## config.mk

```make
export PLATFORM = sky130hd
export DESIGN_NAME = cost_packer_8
export DESIGN_NICKNAME = d
export VERILOG_FILES = /design/src/rtl/cost_packer_8.sv
export SDC_FILE = /design/constraint.sdc
export NUM_CORES = 1
export LEC_CHECK = 0
export ABC_AREA = 1
export CAP_MARGIN = 20
export CELL_PAD_IN_SITES_DETAIL_PLACEMENT = 0
export CELL_PAD_IN_SITES_GLOBAL_PLACEMENT = 1
export CORE_ASPECT_RATIO = 0.5
export CORE_UTILIZATION = 41
export CTS_CLUSTER_SIZE = 24
export DETAILED_ROUTE_END_ITERATION = 8
export PLACE_DENSITY = 0.82
export SETUP_SLACK_MARGIN = 0.02
export SLEW_MARGIN = 20
export SYNTH_ARGS = -nofsm -noshare
export SYNTH_HDL_FRONTEND = slang
export SYNTH_SLANG_ARGS = --single-unit
```

## constraint.sdc

```tcl
create_clock -name clk -period 2.9 [get_ports clk]
set_input_delay 0.58 -clock clk [delete_from_list [all_inputs] [get_ports clk]]
set_output_delay 0.58 -clock clk [all_outputs]
set_load 0.005 [all_outputs]
```

## src/rtl/cost_packer_8.sv

```systemverilog
// Serial-to-parallel packer: gathers 8 streamed costs into one packed group for argmin_8.
// Optional running-min outputs (min_value/min_index) are enabled with COST_PACKER_RUNNING_MIN_EN.
module cost_packer_8 #(
    parameter int WIDTH = 7,
    parameter int N     = 8
) (
    input  logic               clk,
    input  logic               rst,
    input  logic               in_valid,
    output logic               in_ready,
    input  logic [WIDTH-1:0]   in_cost,
    input  logic               in_last,
    output logic               out_valid,
    input  logic               out_ready,
    output logic [N*WIDTH-1:0] out_data,
    output logic               sync_err
`ifdef COST_PACKER_RUNNING_MIN_EN
    ,
    output logic [WIDTH-1:0]   min_value,
    output logic [2:0]         min_index
`endif
);

    localparam logic [2:0] LAST_SLOT = 3'(N - 1);

    logic [2:0]         r_count;
    logic [WIDTH-1:0]   r_fill [N-1];
    logic               r_out_valid;
    logic [N*WIDTH-1:0] r_out_data;
    logic               r_sync_err;

    logic               w_accept;
    logic               w_complete;
    logic               w_drain;
    logic [N*WIDTH-1:0] w_group;

    assign w_drain    = r_out_valid && out_ready;
    // The completing beat needs the holding register free, or emptying on this same edge.
    assign in_ready   = (r_count != LAST_SLOT) || !r_out_valid || out_ready;
    assign w_accept   = in_valid && in_ready;
    assign w_complete = w_accept && (r_count == LAST_SLOT);

    always_comb begin
        w_group = '0;
        for (int k = 0; k < N - 1; k++) begin
            w_group[k*WIDTH +: WIDTH] = r_fill[k];
        end
        w_group[(N-1)*WIDTH +: WIDTH] = in_cost;
    end

    always_ff @(posedge clk) begin
        if (w_accept && (r_count != LAST_SLOT)) begin
            r_fill[r_count] <= in_cost;
        end
    end

    always_ff @(posedge clk) begin
        if (rst) begin
            r_count     <= '0;
            r_out_valid <= 1'b0;
            r_out_data  <= '0;
            r_sync_err  <= 1'b0;
        end else begin
            if (w_accept) begin
                r_count <= r_count + 3'd1;
                if (in_last != (r_count == LAST_SLOT)) begin
                    r_sync_err <= 1'b1;
                end
            end
            if (w_complete) begin
                r_out_valid <= 1'b1;
                r_out_data  <= w_group;
            end else if (w_drain) begin
                r_out_valid <= 1'b0;
            end
        end
    end

    assign out_valid = r_out_valid;
    assign out_data  = r_out_data;
    assign sync_err  = r_sync_err;

`ifdef COST_PACKER_RUNNING_MIN_EN
    logic [WIDTH-1:0] r_run_min;
    logic [2:0]       r_run_idx;
    logic [WIDTH-1:0] r_min_value;
    logic [2:0]       r_min_index;
    logic             w_cand_lt;

    // Strict less-than keeps the earliest index on ties.
    assign w_cand_lt = in_cost < r_run_min;

    always_ff @(posedge clk) begin
        if (rst) begin
            r_run_min   <= '1;
            r_run_idx   <= '0;
            r_min_value <= '0;
            r_min_index <= '0;
        end else if (w_accept) begin
            if ((r_count == 3'd0) || w_cand_lt) begin
                r_run_min <= in_cost;
                r_run_idx <= r_count;
            end
            if (w_complete) begin
                if (w_cand_lt) begin
                    r_min_value <= in_cost;
                    r_min_index <= LAST_SLOT;
                end else begin
                    r_min_value <= r_run_min;
                    r_min_index <= r_run_idx;
                end
            end
        end
    end

    assign min_value = r_min_value;
    assign min_index = r_min_index;
`endif

endmodule

```

== Word-level counts from Yosys, hierarchy flattened ==
Memory sizes are Yosys's and may differ from the RTL's. A register that Yosys moved wholly into a read port is not among the register bits.
Cells that the tools add are included.

* Add/subtract/negate cells: 1
* Equal/unequal tests: 3
* Mux-type cells: 4
* Reduce and logical (&&, ||, !) cells: 9

{| class="wikitable"
|+ Operator list
! operator !! number
|-
| 1-bit logical AND || 4
|-
| 1-bit two-way mux || 4
|-
| 3-bit by 1-bit adder with 3-bit output (second input constant) || 1
|-
| 3-bit equality test (second input constant) || 1
|-
| 3-bit inequality test (second input constant) || 1
|-
| 1-bit logical OR || 2
|-
| 2-bit AND reduction || 1
|-
| 2-bit nonzero test || 1
|-
| 1-bit zero test || 1
|-
| 1-bit inequality test || 1
|}

* Bits in registers: 61
* Bits in writable memories: 49
* Logic and storage cells: 22
* Memories: 1

{| class="wikitable"
|+ Memory list
! name !! depth !! width !! rd ports !! clocked after memory_dff !! wr ports !! line !! text
|-
| r_fill || 7 || 7 || 7 || 7 || 1 || 27 || <nowiki>logic [WIDTH-1:0] r_fill [N-1];</nowiki>
|}

== Depth between registers and ports, before layout ==
Gate-level depths: netlist of the first run.

* Depth in word-level cells: 7
* Mapped depth: 9

== Worst setup path after synthesis of the first run ==
No wires, ideal clock.

* Path type: reg-to-reg
* From: register r_count[1]
* To: memory r_fill[0][0] (enable)
* Library setup time: 0.390 ns
* Arrival time: 1.867 ns
* Required time: 2.510 ns
* Setup slack: 0.643 ns
* Stages on the path, launching flop included: 8
* Buffers on the path: 2
* Clock period less this slack: 2.257 ns
* Cells stage by stage: dfxtp_1 > ha_1 > ha_1 > buf_4 > buf_6 > inv_1 > nand2_2 > nor4_1

* Cells in the longest elaborated chain, start to end: 7

{| class="wikitable"
|+ Ends and longest elaborated chain
! what !! line !! text
|-
| from (decl) || 26 || <nowiki>logic [2:0] r_count;</nowiki>
|-
| from (signal assigned) || 65 || <nowiki>r_count <= r_count + 3'd1;</nowiki>
|-
| 3-bit inequality test || 39, 52 ||
|-
| 1-bit logical OR (2 in a row) || 39 || <nowiki>assign in_ready = (r_count != LAST_SLOT) || !r_out_valid || out_ready;</nowiki>
|-
| 1-bit logical AND || 40 || <nowiki>assign w_accept = in_valid && in_ready;</nowiki>
|-
| 1-bit logical AND || 52 || <nowiki>if (w_accept && (r_count != LAST_SLOT)) begin</nowiki>
|-
| 1-bit two-way mux || 52 ||
|-
| 1-bit two-way mux (implied by the code) || 53 || <nowiki>r_fill[r_count] <= in_cost;</nowiki>
|-
| to (decl) || 27 ||
|}

Several ways; a longest one is shown, not always the timed one.

== Worst setup path in the final report of the first run ==
* From: register r_count[1]
* To: output in_ready

* Cells in the longest elaborated chain, start to end: 3

{| class="wikitable"
|+ Ends and longest elaborated chain
! what !! line !! text
|-
| 3-bit inequality test || 39 ||
|-
| 1-bit logical OR (2 in a row) || 39 ||
|-
| to (decl) || 10 || <nowiki>output logic in_ready,</nowiki>
|}

Every way passes these cells.

==> results of run 1 <==
## power breakdown
group	internal, µW	switching (µW)	total [µW]
logic	25.2	59.7	84.9
registers	1640	7.60	1640
clock network	603	494	1100
total	2260	561	2830
## cells in the final DEF, fill, tap and decap left out, types with 2 or more instances in the layout
cell type	n
clkbuf_16	9
a21oi_1	60
nand2_1	64
nand2_2	2
buf_2	2
edfxtp_1	49
buf_4	12
nand3_1	6
dfxtp_1	61
inv_1	7
clkdlybuf4s50_1	68
nor4_1	4
clkbuf_1	4
nand4_1	56
## synth_stat cells
library cell  count  area, µm²
nand2_1          64      240.2
dfxtp_1          61       1221
a21oi_1          60      300.3
nand4_1          56      350.3
edfxtp_1         49       1471
buf_2            14      70.07
buf_4             7      52.55
clkbuf_1          7      26.28
inv_1             7      26.28
nand3_1           6      30.03
buf_6             5      56.30
nor4_1            4      25.02
ha_1              2      25.02
nand2_2           2      12.51
nor3_1            2      10.01
a21o_1            1      7.510
nand3_2           1      10.01
nor2_1            1      3.750
## state kept, by name, summed over array words and instances, names as in the netlist
signal and count:
out_valid 1, out_data 56, r_count 3, r_fill 49, sync_err 1
## area by class of cell
type	instances	share of cell area (%)
Clock buffer	14	5.130
Inverter	7	0.5307
Multi-Input combinational cell	199	20.65
Tap cell	117	2.957
Sequential cell	110	54.38
Clock inverter	2	0.1769
Timing Repair Buffer	83	16.17
## path summary, 6_finish.rpt
kind	startpoint	end	depth (start not counted)
setup reg to reg	r_count[1]$_SDFFE_PP0N_	out_data[0]$_SDFFE_PP0P_	7
hold reg to reg	sync_err$_SDFFE_PP0P_	sync_err$_SDFFE_PP0P_	2
hold / removal	sync_err$_SDFFE_PP0P_	sync_err$_SDFFE_PP0P_	2
setup / recovery	r_count[1]$_SDFFE_PP0N_	in_ready	4
## logic make-up (layout without fill, tap and decap cells)
family / count (synthesis) / in the layout / synth area share [%]
fa+ha+maj: 2 / 2 / 0.6352
compound gates: 61 / 61 / 7.815
flops: 110 / 110 / 68.36
simple gates: 136 / 136 / 17.31
buf+inv: 40 / 106 / 5.877
## worst max-delay path: cells and delay by family (launching register included)
kind	cells	cell delay, ns
AND/OR/NAND/NOR	1	0.20
buffers and inverters	1	0.51
flip-flops	1	0.46
adder cells (fa/ha/maj)	2	0.38
## layer usage
layer  vias to the layer above  global-route usage (%)  wire length, µm
met5                         -                       0                0
met4                         0                   6.039               44
met3                         4                   4.144              481
met2                        76                   30.35             4134
met1                      1362                   24.25             4024
li1                       1382                       -                -
## through the flow
step	cells	setup slack [ns]	util (%)
2_1_floorplan	349	0.6427	-
3_3_place_gp	516	0.4991	51.99
3_5_place_dp	516	0.5008	51.99
4_1_cts	532	0.4224	54.90
5_1_grt	532	0.3058	54.96
6_report	532	0.4280	54.96
==> flow_metrics.py, run 1 <==
metrics = {
    "timing": {
        "fmaxAchievable_ghz": 0.4045,
        "drv_slew": 0,
        "fin_crit_ns": 2.472,
        "slew_headroom_pct": 53.05,
        "finalHoldViolCount": 0,
        "timing.setup.tns_ns": 0,
        "period_share_pct": 85.24,
        "fin_skew_ns": 0.004745,
        "timing.hold.ws_ns": 0.4600,
        "finalSetupViolCount": 0,
        "worst_slew_pin_slew_ns": 0.7004,
        "rsz0062_at_grt": "false",
    },
    "global_route": {
        "grt_pass1_vias": 2739,
        "grt_overflow_total": 0,
        "grt_usage_pct": 18.35,
        "grt_pass1_wl_um": 14100,
        "antenna_found_initial": 0,
        "grt_max_degree": 63,
    },
    "final_layout": {
        "final_cell_area_mm2": 0.004951,
        "drive_gt1_share_pct": 7.470,
        "area.growth.synth_to_final_pct": 25.70,
        "regArea_mm2": 0.002693,
        "fillerInstances": 788,
        "nNetsFinal": 424,
        "antenna_cells": 0,
        "multiInputGateArea_mm2": 0.001022,
    },
    "cts": {
        "tritoncts": "done",
        "cts.clk_slew.worst_paths_ns": 0.06,
        "cts_made_buffers": 9,
        "cts-resized-gates": 0,
        "clk_latency_ns": 0.34,
        "cts-root-buf": "clkbuf_16",
        "cts_buffer_depth": 2,
        "cts_hold_buf": 0,
        "numClockSinks": 110,
        "cts_max_level": 3,
        "cts_setup_buffers": 0,
    },
    "drt": {
        "num_vias": 2824,
        "antenna_left": 0,
        "viasPerCell": 5.308,
        "dr.pass1.iters": 4,
        "wl_um": 8685,
        "drt_iter0_markers": 206,
        "drc": 0,
        "wire_per_inst_um": 16.33,
    },
    "critical_path": {
        "slowest_stage": "clkdlybuf4s50_1",
        "crit_type": "flip-flop to output pin",
        "cp-start-kind": "flip-flop",
        "cpPeakStageDelay_ns": 0.51,
        "path_cells": "ha_1, ha_2, nand3_1, clkdlybuf4s50_1",
        "worstPathRequired_ns": 2.32,
        "crit_fanout": 8,
        "arrival_ns": 1.89,
        "cp-end-kind": "output pin",
        "ff2ff_setup_slack_ns": 0.82,
    },
    "logic_synthesis": {
        "postSynthCellCount": 349,
        "ys_types": 18,
        "yosysWarnings": 0,
        "synth_seq_area_share_pct": 68.36,
        "synth_seq_cells": 110,
        "synth_nets": 363,
        "syn_avg_cell_area_um2": 11.29,
        "syn-cell-area_mm2": 0.003939,
    },
    "placement": {
        "gp_congestion": 0.8984,
        "post_dp_cell_area_mm2": 0.004683,
        "io_buffers": 70,
        "dpl.hpwl_um": 5779,
    },
    "power_and_ir_drop": {
        "cellPowerDensity_mw_per_mm2": 570.8,
        "p_leak_uw": 0.001571,
        "vdd_ir_drop_max_v": 0.0003699,
        "power_uw": 2826,
    },
    "floorplan": {
        "design.die.area_mm2": 0.01003,
        "core_area_mm2": 0.009009,
        "ios": 71,
        "rows": 24,
        "die_y_um": 71.31,
        "start_util_pct": 43.72,
        "dieWidth_um": 140.6,
    },
    "min_path": {
        "hp-class": "flip-flop to flip-flop",
    },
    "run_status": {
        "outcome": "finished clean",
    },
    "flow_run": {
        "drv_cap": 0,
    },
}
Power figures use the tool's default switching activity.
==> run 2: changes to the inputs <==
- GPL_TIMING_DRIVEN: unset -> 0
==> run 2 against run 1 <==
Worst hold slack got worse by 0.0050 ns. First-iteration DRC count increased by 14%. Final area increased by 2.9%. Register-to-register slack got worse by 0.30 ns. Critical path depth increased by 1. Via count increased by 5.3%. Critical path type unchanged. Highest routed layer unchanged.
==> flow_metrics.py, run 2 (synthesis results as in run 1) <==
metrics = {
    "timing": {
        "fin_crit_ns": 2.706,
        "slew_headroom_pct": 42.38,
        "timing.setup.tns_ns": 0,
        "worst_slew_pin_slew_ns": 0.8572,
        "fin_skew_ns": 0.004595,
        "drv_slew": 0,
        "rsz0062_at_grt": "false",
        "finalHoldViolCount": 0,
        "fmaxAchievable_ghz": 0.3696,
        "finalSetupViolCount": 0,
        "period_share_pct": 93.31,
    },
    "floorplan": {
        "design.die.area_mm2": 0.01003,
        "core_area_mm2": 0.009009,
        "ios": 71,
        "rows": 24,
        "dieWidth_um": 140.6,
        "start_util_pct": 43.72,
        "die_y_um": 71.31,
    },
    "drt": {
        "wire_per_inst_um": 16.86,
        "viasPerCell": 5.378,
        "wl_um": 9324,
        "dr.pass1.iters": 4,
        "drc": 0,
        "antenna_left": 0,
        "num_vias": 2974,
        "drt_iter0_markers": 235,
    },
    "final_layout": {
        "largest_register_ffs": 56,
        "layout_commonest_cell": "clkdlybuf4s50_1",
        "area.growth.synth_to_final_pct": 29.35,
        "drive_gt1_share_pct": 12.39,
        "final_cell_mix": "clkdlybuf4s50_1, nand2_1, dfxtp_1",
        "final_cell_count_no_fill": 553,
        "utilization_pct": 56.56,
        "antenna_cells": 0,
        "nNetsFinal": 445,
    },
    "cts": {
        "numClockSinks": 110,
        "tritoncts": "done",
        "cts-root-buf": "clkbuf_16",
        "cts.clk_slew.worst_paths_ns": 0.07,
        "cts_buffer_depth": 2,
        "cts_made_buffers": 9,
        "cts_max_level": 3,
        "cts_hold_buf": 0,
        "clk_latency_ns": 0.35,
        "cts-resized-gates": 0,
        "cts_setup_buffers": 0,
    },
    "critical_path": {
        "cp-start-kind": "flip-flop",
        "cp-end-kind": "output pin",
        "arrival_ns": 2.13,
        "worstPathRequired_ns": 2.32,
        "ff2ff_setup_slack_ns": 0.52,
        "crit_type": "flip-flop to output pin",
        "crit_fanout": 8,
    },
    "global_route": {
        "grt_usage_pct": 19.82,
        "grt_max_degree": 19,
        "grt_pass1_vias": 2889,
        "grt_overflow_total": 0,
        "grt_pass1_wl_um": 14930,
        "antenna_found_initial": 0,
    },
    "min_path": {
        "hp-class": "flip-flop to flip-flop",
    },
    "power_and_ir_drop": {
        "cellPowerDensity_mw_per_mm2": 562.8,
        "p_leak_uw": 0.001644,
        "vdd_ir_drop_max_v": 0.0004077,
    },
    "placement": {
        "dpl.cell_count": 537,
        "dpl.hpwl_um": 6465,
        "io_buffers": 68,
        "gp_congestion": 0.7666,
    },
    "run_status": {
        "outcome": "finished clean",
    },
    "flow_run": {
        "drv_cap": 0,
    },
}
run 2: cell count changes in the layout (fill, tap and decap cells not counted), sizes merged:
cell,delta
buf,+14
clkinvlp,+2
clkinv,+3
clkbuf,+2
run 2: layout make-up:
type,instances,area (µm²)
flip-flops and latches,110,2693
repair buffers,71,698.2
well taps,117,146.4
inverters,7,26.28
multi-input cells,199,1050
fillers,755,3914
clock buffers,9,225.2
clock inverters,7,51.30
plain buffers,33,205.2
run 2: final timing paths:
path / endpoint / startpoint / depth (start not counted)
worst max-delay path: in_ready / r_count[1]$_SDFFE_PP0N_ / 5
worst min-delay path: sync_err$_SDFFE_PP0P_ / sync_err$_SDFFE_PP0P_ / 2
worst min register to register: sync_err$_SDFFE_PP0P_ / sync_err$_SDFFE_PP0P_ / 2
worst max register to register: r_fill[0][4]$_DFFE_PP_ / r_count[1]$_SDFFE_PP0N_ / 7
run 2: layer usage:
layer  part of all wire, %  GRT usage, %
met1                    45         25.63
met2                    47         33.00
met5                     0             0
met4                   1.2         7.246
met3                   6.1         4.679
run 2: report_power, final:
part           total (µW)  leakage [µW]  internal (µW)  switching [µW]
clock                1130      0.000131            584             548
sequential           1640      0.000937           1640            8.76
combinational        91.0      0.000575           25.2            65.8
total                2870       0.00164           2240             623
run 2: per-stage QoR:
step / total power (µW) / instance area (µm²) / worst slack, ns / hold slack (ns)
final: 2868 / 5095 / 0.1941 / 0.4550
after global routing: 2945 / 5095 / 0.06738 / 0.4705
after CTS: 2878 / 5085 / 0.1954 / 0.4605
after detailed placement: 1768 / 4808 / 0.2174 / 0.4498
after global placement: 1761 / 4766 / 0.08014 / 0.4408
after floorplan: 1718 / 3939 / 0.6427 / 0.4466
run 2: worst max-delay path, stage by stage (launching register included):
cell and delay (ns):
dfxtp_1 0.52, ha_1 0.22, ha_1 0.15, buf_4 0.14, nand3_1 0.22, clkdlybuf4s50_1 0.53
==> run 3: changes to the inputs <==
- REMOVE_ABC_BUFFERS: unset -> 1
- SLEW_MARGIN: 20 -> unset
==> run 3 against run 2 <==
Clock power grew 4%. Sequential share of layout area grew 1.1 points. Wire length shrank 7.2%. Critical path depth is the same. Clock-buffer cell count is the same. Critical path type unchanged. Critical endpoint unchanged. Largest power group unchanged. Highest routed layer unchanged.
==> flow_metrics.py, run 3 (synthesis results as in run 1) <==
metrics = {
    "run_status": {
        "outcome": "finished clean",
    },
    "power_and_ir_drop": {
        "clock_power_share_pct": 40.3,
        "switchingPower_uw": 585.8,
        "internal_power_uw": 2317,
        "p_leak_uw": 0.001580,
        "seqPwrFrac_pct": 56.6,
        "swShare_pct": 20.18,
        "cellPowerDensity_mw_per_mm2": 581.8,
        "vdd_ir_drop_max_v": 0.0003349,
        "comb_power_share_pct": 3.0,
    },
    "global_route": {
        "grt_max_degree": 59,
        "grt_usage_pct": 18.32,
        "grt_pass1_wl_um": 13880,
        "antenna_found_initial": 0,
        "grt_overflow_total": 0,
        "grt_pass1_vias": 2705,
    },
    "timing": {
        "fin_crit_ns": 2.669,
        "period_share_pct": 92.02,
        "slew_headroom_pct": 34.65,
        "drv_slew": 0,
        "fin_skew_ns": 0.009498,
        "rsz0062_at_grt": "false",
        "finalHoldViolCount": 0,
        "worst_slew_pin_slew_ns": 0.9727,
        "finalSetupViolCount": 0,
        "timing.setup.tns_ns": 0,
        "fmaxAchievable_ghz": 0.3747,
        "timing.hold.ws_ns": 0.4596,
    },
    "critical_path": {
        "crit_fanout": 43,
        "cpPeakStageDelay_ns": 0.49,
        "cp-end-kind": "output pin",
        "crit_buf_inv": 2,
        "worstPathRequired_ns": 2.32,
        "slowest_stage": "clkdlybuf4s50_1",
        "reg2regPathDepth": 6,
        "cp-start-kind": "flip-flop",
        "crit_family": "buffers and inverters",
        "cp.depth": 5,
        "arrival_ns": 2.09,
        "crit_type": "flip-flop to output pin",
        "path_cells": "ha_1, ha_4, buf_12, nand3_2, clkdlybuf4s50_1",
    },
    "drt": {
        "wl_um": 8653,
        "drt_iter0_markers": 194,
        "num_vias": 2810,
        "antenna_left": 0,
        "wire_per_inst_um": 16.36,
        "drc": 0,
        "dr.pass1.iters": 4,
        "viasPerCell": 5.312,
    },
    "floorplan": {
        "design.die.area_mm2": 0.01003,
        "ios": 71,
        "start_util_pct": 43.72,
        "core_area_mm2": 0.009009,
        "rows": 24,
        "die_y_um": 71.31,
        "dieWidth_um": 140.6,
    },
    "placement": {
        "dpl.cell_count": 510,
        "io_buffers": 70,
        "dpl.hpwl_um": 5288,
        "gp_congestion": 0.6938,
    },
    "cts": {
        "tritoncts": "done",
        "cts_hold_buf": 0,
        "cts-root-buf": "clkbuf_16",
        "clk_latency_ns": 0.35,
        "cts_made_buffers": 9,
        "numClockSinks": 110,
        "cts_buffer_depth": 2,
        "cts.clk_slew.worst_paths_ns": 0.07,
        "cts_max_level": 3,
    },
    "final_layout": {
        "final_cell_count_no_fill": 529,
        "antenna_cells": 0,
        "final_cell_mix": "clkdlybuf4s50_1, nand2_1, a21oi_1, dfxtp_1, nand4_1",
        "layout_commonest_cell": "clkdlybuf4s50_1",
        "area.growth.synth_to_final_pct": 26.68,
        "largest_register_ffs": 56,
        "fillerInstances": 769,
        "nNetsFinal": 421,
        "drive_gt1_share_pct": 7.282,
    },
    "min_path": {
        "hp-class": "flip-flop to flip-flop",
        "hold_path_depth": 2,
    },
    "flow_run": {
        "drv_cap": 0,
    },
}
## run 3: changes by cell type in the layout (fill, tap and decap cells not counted), sizes merged
cell      before  now
bufinv         0    1
clkbuf        16   10
clkinv         5    6
clkinvlp       2    0
buf           29   11
## run 3: final cells by class
type / count / area (µm²) / share of cell area (%)
Sequential cell: 110 / 2694 / 53.99
Multi-Input combinational cell: 199 / 1040 / 20.84
Timing Repair Buffer: 80 / 803.3 / 16.10
Inverter: 7 / 26.28 / 0.5266
Clock buffer: 9 / 225.2 / 4.514
Tap cell: 117 / 146.4 / 2.934
Clock inverter: 7 / 55.05 / 1.103
## run 3: metal layers
layer	vias up	track usage (%)	wire, µm
li1	1381	-	-
met1	1357	22.59	3892
met2	66	30.46	4127
met3	6	5.749	547
met4	0	7.367	85
met5	-	0	0
## run 3: worst paths after layout
kind	startpoint	to	slack (ns)
setup / recovery	r_count[0]$_SDFFE_PP0N_	in_ready	0.23
hold / removal	out_data[14]$_SDFFE_PP0P_	out_data[14]$_SDFFE_PP0P_	0.46
setup reg to reg	r_count[0]$_SDFFE_PP0N_	r_fill[2][0]$_DFFE_PP_	0.49
hold reg to reg	out_data[14]$_SDFFE_PP0P_	out_data[14]$_SDFFE_PP0P_	0.46
## run 3: power by group through the flow
stage	logic (µW)	registers [µW]	clock network, µW
global placement	77.7	1680	0
finish	88.0	1640	1170
global route	95.4	1640	1250
floorplan	16.8	1680	0
CTS	88.2	1640	1190
detailed placement	87.1	1680	0
## run 3: what timing repair did
| action | CTS | global route |
|---|---|---|
| setup endpoints to repair | 58 | 1 |
| setup buffers | 0 | 1 |
| resized for setup | 3 | 1 |
## run 3: worst register-to-register path, stage by stage, from the launching register on
cell     delay (ns)
dfxtp_1        0.37
ha_1           0.26
ha_4           0.18
buf_4          0.19
inv_1          0.10
nand2_2        0.10
nor3_1         0.82
## run 3: metrics by stage
stage	total power, µW	area [µm²]	setup WS (ns)	util [%]
6_report	2903	4990	0.2313	55.39
5_1_grt	2993	4990	0.1475	55.39
4_1_cts	2923	4956	0.02646	55.01
3_5_place_dp	1766	4653	-0.7354	51.65
3_3_place_gp	1756	4581	-1.560	50.85
2_1_floorplan	1694	3734	-0.2046	-
==> RTL edit 1: new RTL, settings of run 3 <==
The parameter `N` goes from 8 to 32.
--- a/src/rtl/cost_packer_8.sv
+++ b/src/rtl/cost_packer_8.sv
@@ -3,5 +3,5 @@
 module cost_packer_8 #(
     parameter int WIDTH = 7,
-    parameter int N     = 8
+    parameter int N     = 32
 ) (
     input  logic               clk,
Interface: changed (resized out_data); port bits go from 71 to 239. The function was not compared with the original's and may differ.
==> RTL edit 1 against run 3 <==
- final area grew 33%
- sequential cell count grew 14
- setup slack lost 0.018 ns
- total power grew 41%
- area after synthesis grew 44%
- sequential power grew 14%
- wire length grew 33%
- core utilization shrank 4.6 points
==> RTL edit 1: results (changes against run 3) <==
status completed (unchanged); Leak 2.51 nW (was 1.58 nW); met3 usage 5.27% (was 5.75%); # fillers 1159 (was 769); vias 3679 (was 2810); Place WS -0.115 ns (was -0.735 ns); grt met1 use 19.6% (was 22.6%); WL met2 5960 um (was 4130 um); routability cong. 0.723 (was 0.694); Inverters 13 (was 7); first-pass GRT wire length 17100 um (was 13900 um); Worst path max stage delay 0.51 ns (was 0.49 ns); post-route met1 wirelength 4720 um (was 3890 um); RR Endpoint r_fill[2][2]$_DFFE_PP_ (was r_fill[2][0]$_DFFE_PP_); Non-clock buffering overhead 14.1% (was 16.1%); aggregate global-route resource usage 15.8% (was 18.3%); Max Clock Skew 0.00787 ns (was 0.00950 ns); clock network area share 8.84% (was 5.62%); fraction of area in multi-input gates 27.2% (was 20.8%); vias in the first global route 3166 (was 2705); EDFF count, synth 56 (was 49); Clk network pwr share 50.3% (was 40.3%); area post-placement 5960 um^2 (was 4650 um^2); Seq/Total Area, Yosys 53.8% (was 68.4%); #MultiIn Comb 392 (was 199); largest net degree at the start of global routing 48 (was 59)
RTL edit 1: changes by cell type in the layout (fill, tap and decap cells not counted), moves of 4 or more:
cell | run 3 | this run
a21oi_1 | 60 | 67
clkbuf_16 | 9 | 18
clkdlybuf4s50_1 | 68 | 75
clkinvlp_4 | 0 | 5
conb_1 | 0 | 168
dfxtp_1 | 60 | 68
edfxtp_1 | 49 | 56
ha_1 | 1 | 5
inv_1 | 7 | 13
nand2_1 | 64 | 72
nand4_1 | 56 | 63
nor3_1 | 2 | 6
nor4_1 | 4 | 0
RTL edit 1: tightest hold or removal path, delay by kind of cell (launching register included):
kind	cells	cell delay, ns
compound gates	1	0.05
flops	1	0.30
simple gates	1	0.06
RTL edit 1: metrics by stage:
step / power [mW] / hold slack (ns)
2_1_floorplan: 1.98 / 0.441
3_3_place_gp: 2.06 / 0.438
3_5_place_dp: 2.06 / 0.446
4_1_cts: 4.12 / 0.456
5_1_grt: 4.23 / 0.481
6_report: 4.10 / 0.459
==> RTL edit 2: new RTL, settings of run 3 <==
Made on the original files. Put one more register stage on the output `sync_err`. The value now appears one clock later. The other outputs are not delayed to match.
--- a/src/rtl/cost_packer_8.sv
+++ b/src/rtl/cost_packer_8.sv
@@ -79,5 +79,7 @@
     assign out_valid = r_out_valid;
     assign out_data  = r_out_data;
-    assign sync_err  = r_sync_err;
+    always_ff @(posedge clk) begin
+        sync_err <= r_sync_err;
+    end
 
 `ifdef COST_PACKER_RUNNING_MIN_EN
Function: changed (Yosys sat finds a counterexample within 4 cycles, from zero or initial values and one cycle with rst high).
==> RTL edit 2 against run 3 <==
- area after synthesis is 0.51% higher
- final area is 3.2% higher
- critical endpoint unchanged
- total power is 7.8% higher
- wire length is 3.1% lower
- setup slack better by 0.082 ns
- register-to-register slack worse by 0.05 ns
- sequential cell count is 1 higher
==> RTL edit 2: results (changes against run 3) <==
share of layout cells above drive strength 1 8.70% (was 7.28%); Via density 5.15 (was 5.31); root buffer selected by CTS clkbuf_16 (unchanged); hold depth 0 (was 2); wire per inst 15.4 um (was 16.4 um); sw power 0.587 mW (was 0.586 mW); largest net degree at the start of global routing 59 (unchanged); worst-path fanout max 22 (was 43); placed insts 524 (was 510); max FFs per register 56 (unchanged); Crit-path slowest cell clkdlybuf4s50_1 (unchanged); peak supply drop 364 uV (was 335 uV); Net count, final 423 (was 421); Leak 1.64 nW (was 1.58 nW); vias in the first global route 2727 (was 2705); aggregate global-route resource usage 17.6% (was 18.3%); Arr. time, crit path 2.01 ns (was 2.09 ns); Initial DRC Count 222 (was 194); count of cell types in the netlist 18 (unchanged); status completed (unchanged); ant diodes 0 (unchanged); Skew-Pair Late Insertion Delay 0.34 ns; clock buffer depth 2 (unchanged); routability cong. 0.699 (was 0.694); Synth Instances 350 (was 349); Max Clock Skew 0.00541 ns (was 0.00950 ns); Post-synth top cells 64 x nand2_1, 62 x dfxtp_1, 60 x a21oi_1, 56 x nand4_1, 49 x edfxtp_1 (was 64 x nand2_1, 61 x dfxtp_1, 60 x a21oi_1, 56 x nand4_1, 49 x edfxtp_1); Worst path max stage delay 0.48 ns; H-tree depth 3 (unchanged); first-pass GRT wire length 13500 um (was 13900 um); area post-placement 4720 um^2 (was 4650 um^2); Final Non-Filler Cells 544 (was 529); Inserted Clock Buffers 9 (unchanged); dpl hpwl 5220 um (was 5290 um); Seq/Total Area, Yosys 68.5% (was 68.4%); cell family with most CP delay buffers and inverters (unchanged); top post-synthesis cells by area edfxtp_1 37%, dfxtp_1 31%, nand4_1 8.8% (was edfxtp_1 37%, dfxtp_1 31%, nand4_1 8.9%); Clock transition at path regs 0.07 ns (about the same); Hold WS 0.360 ns (was 0.460 ns); Tightest Pin Transition 1.05 ns (was 0.973 ns); Pre-antenna DRT Iters 4 (unchanged); # fillers 750 (was 769); number of port buffers 70 (unchanged); worst min path class register to register (unchanged); Synth Flop Type dfxtp_1 (unchanged); R2R depth 6 (unchanged); ys async rst share 0% (unchanged); initial antenna violation count 0 (unchanged)
[RTL edit 2: cell type report]
cell class	count	area, um^2	area share [%]
inverters	7	26.3	0.510
multi-input cells	199	1050	20.3
clock buffers	10	239	4.64
repair buffers	81	853	16.6
clock inverters	6	108	2.09
flip-flops and latches	111	2710	52.7
well taps	130	163	3.16
[RTL edit 2: power by group through the flow]
stage | Clock [mW] | Sequential (mW) | Combinational, mW
2_1_floorplan | 0 | 1.69 | 0.0168
3_3_place_gp | 0 | 1.69 | 0.0778
3_5_place_dp | 0 | 1.69 | 0.0855
4_1_cts | 1.41 | 1.66 | 0.0867
5_1_grt | 1.47 | 1.66 | 0.0940
6_report | 1.38 | 1.66 | 0.0863
[RTL edit 2: kinds of logic (layout without fill, tap and decap cells)]
family / Yosys count / in the layout / synth area share [%]
adders and majority gates: 2 / 2 / 0.632
buffers and inverters: 40 / 104 / 5.85
DFF: 111 / 111 / 68.5
AOI/OAI and AO/OA: 61 / 61 / 7.78
and+or+nand+nor: 136 / 136 / 17.2
[RTL edit 2: path summary, 6_finish.rpt]
check / start / endpoint / slack (ns)
hold reg to reg: r_sync_err$_SDFFE_PP0P_ / sync_err$_DFF_P_ / 0.36
setup reg to reg: r_count[0]$_SDFFE_PP0N_ / r_fill[2][2]$_DFFE_PP_ / 0.44
hold / removal: r_sync_err$_SDFFE_PP0P_ / sync_err$_DFF_P_ / 0.36
setup / recovery: r_count[0]$_SDFFE_PP0N_ / in_ready / 0.31
[RTL edit 2: repair_timing]
action | in CTS | in global routing
cloned | 0 | 1
buffers inserted | 0 | 2
gates resized for setup | 4 | 0
endpoints found under the setup margin | 33 | 1
[RTL edit 2: metal layers]
metal / global-route usage, % / wire, um
met1: 21.4 / 3780
met2: 29.9 / 4050
met3: 6.02 / 500
met4: 5.68 / 51
met5: 0 / 0
[RTL edit 2: metrics by stage]
step,utilization [%],power [mW],setup WS [ns]
after global placement,51.1,1.77,-1.56
after floorplan,-,1.71,-0.205
final,57.0,3.13,0.313
after detailed placement,52.2,1.78,-0.413
after global routing,57.0,3.23,0.202
after CTS,56.3,3.15,0.0868
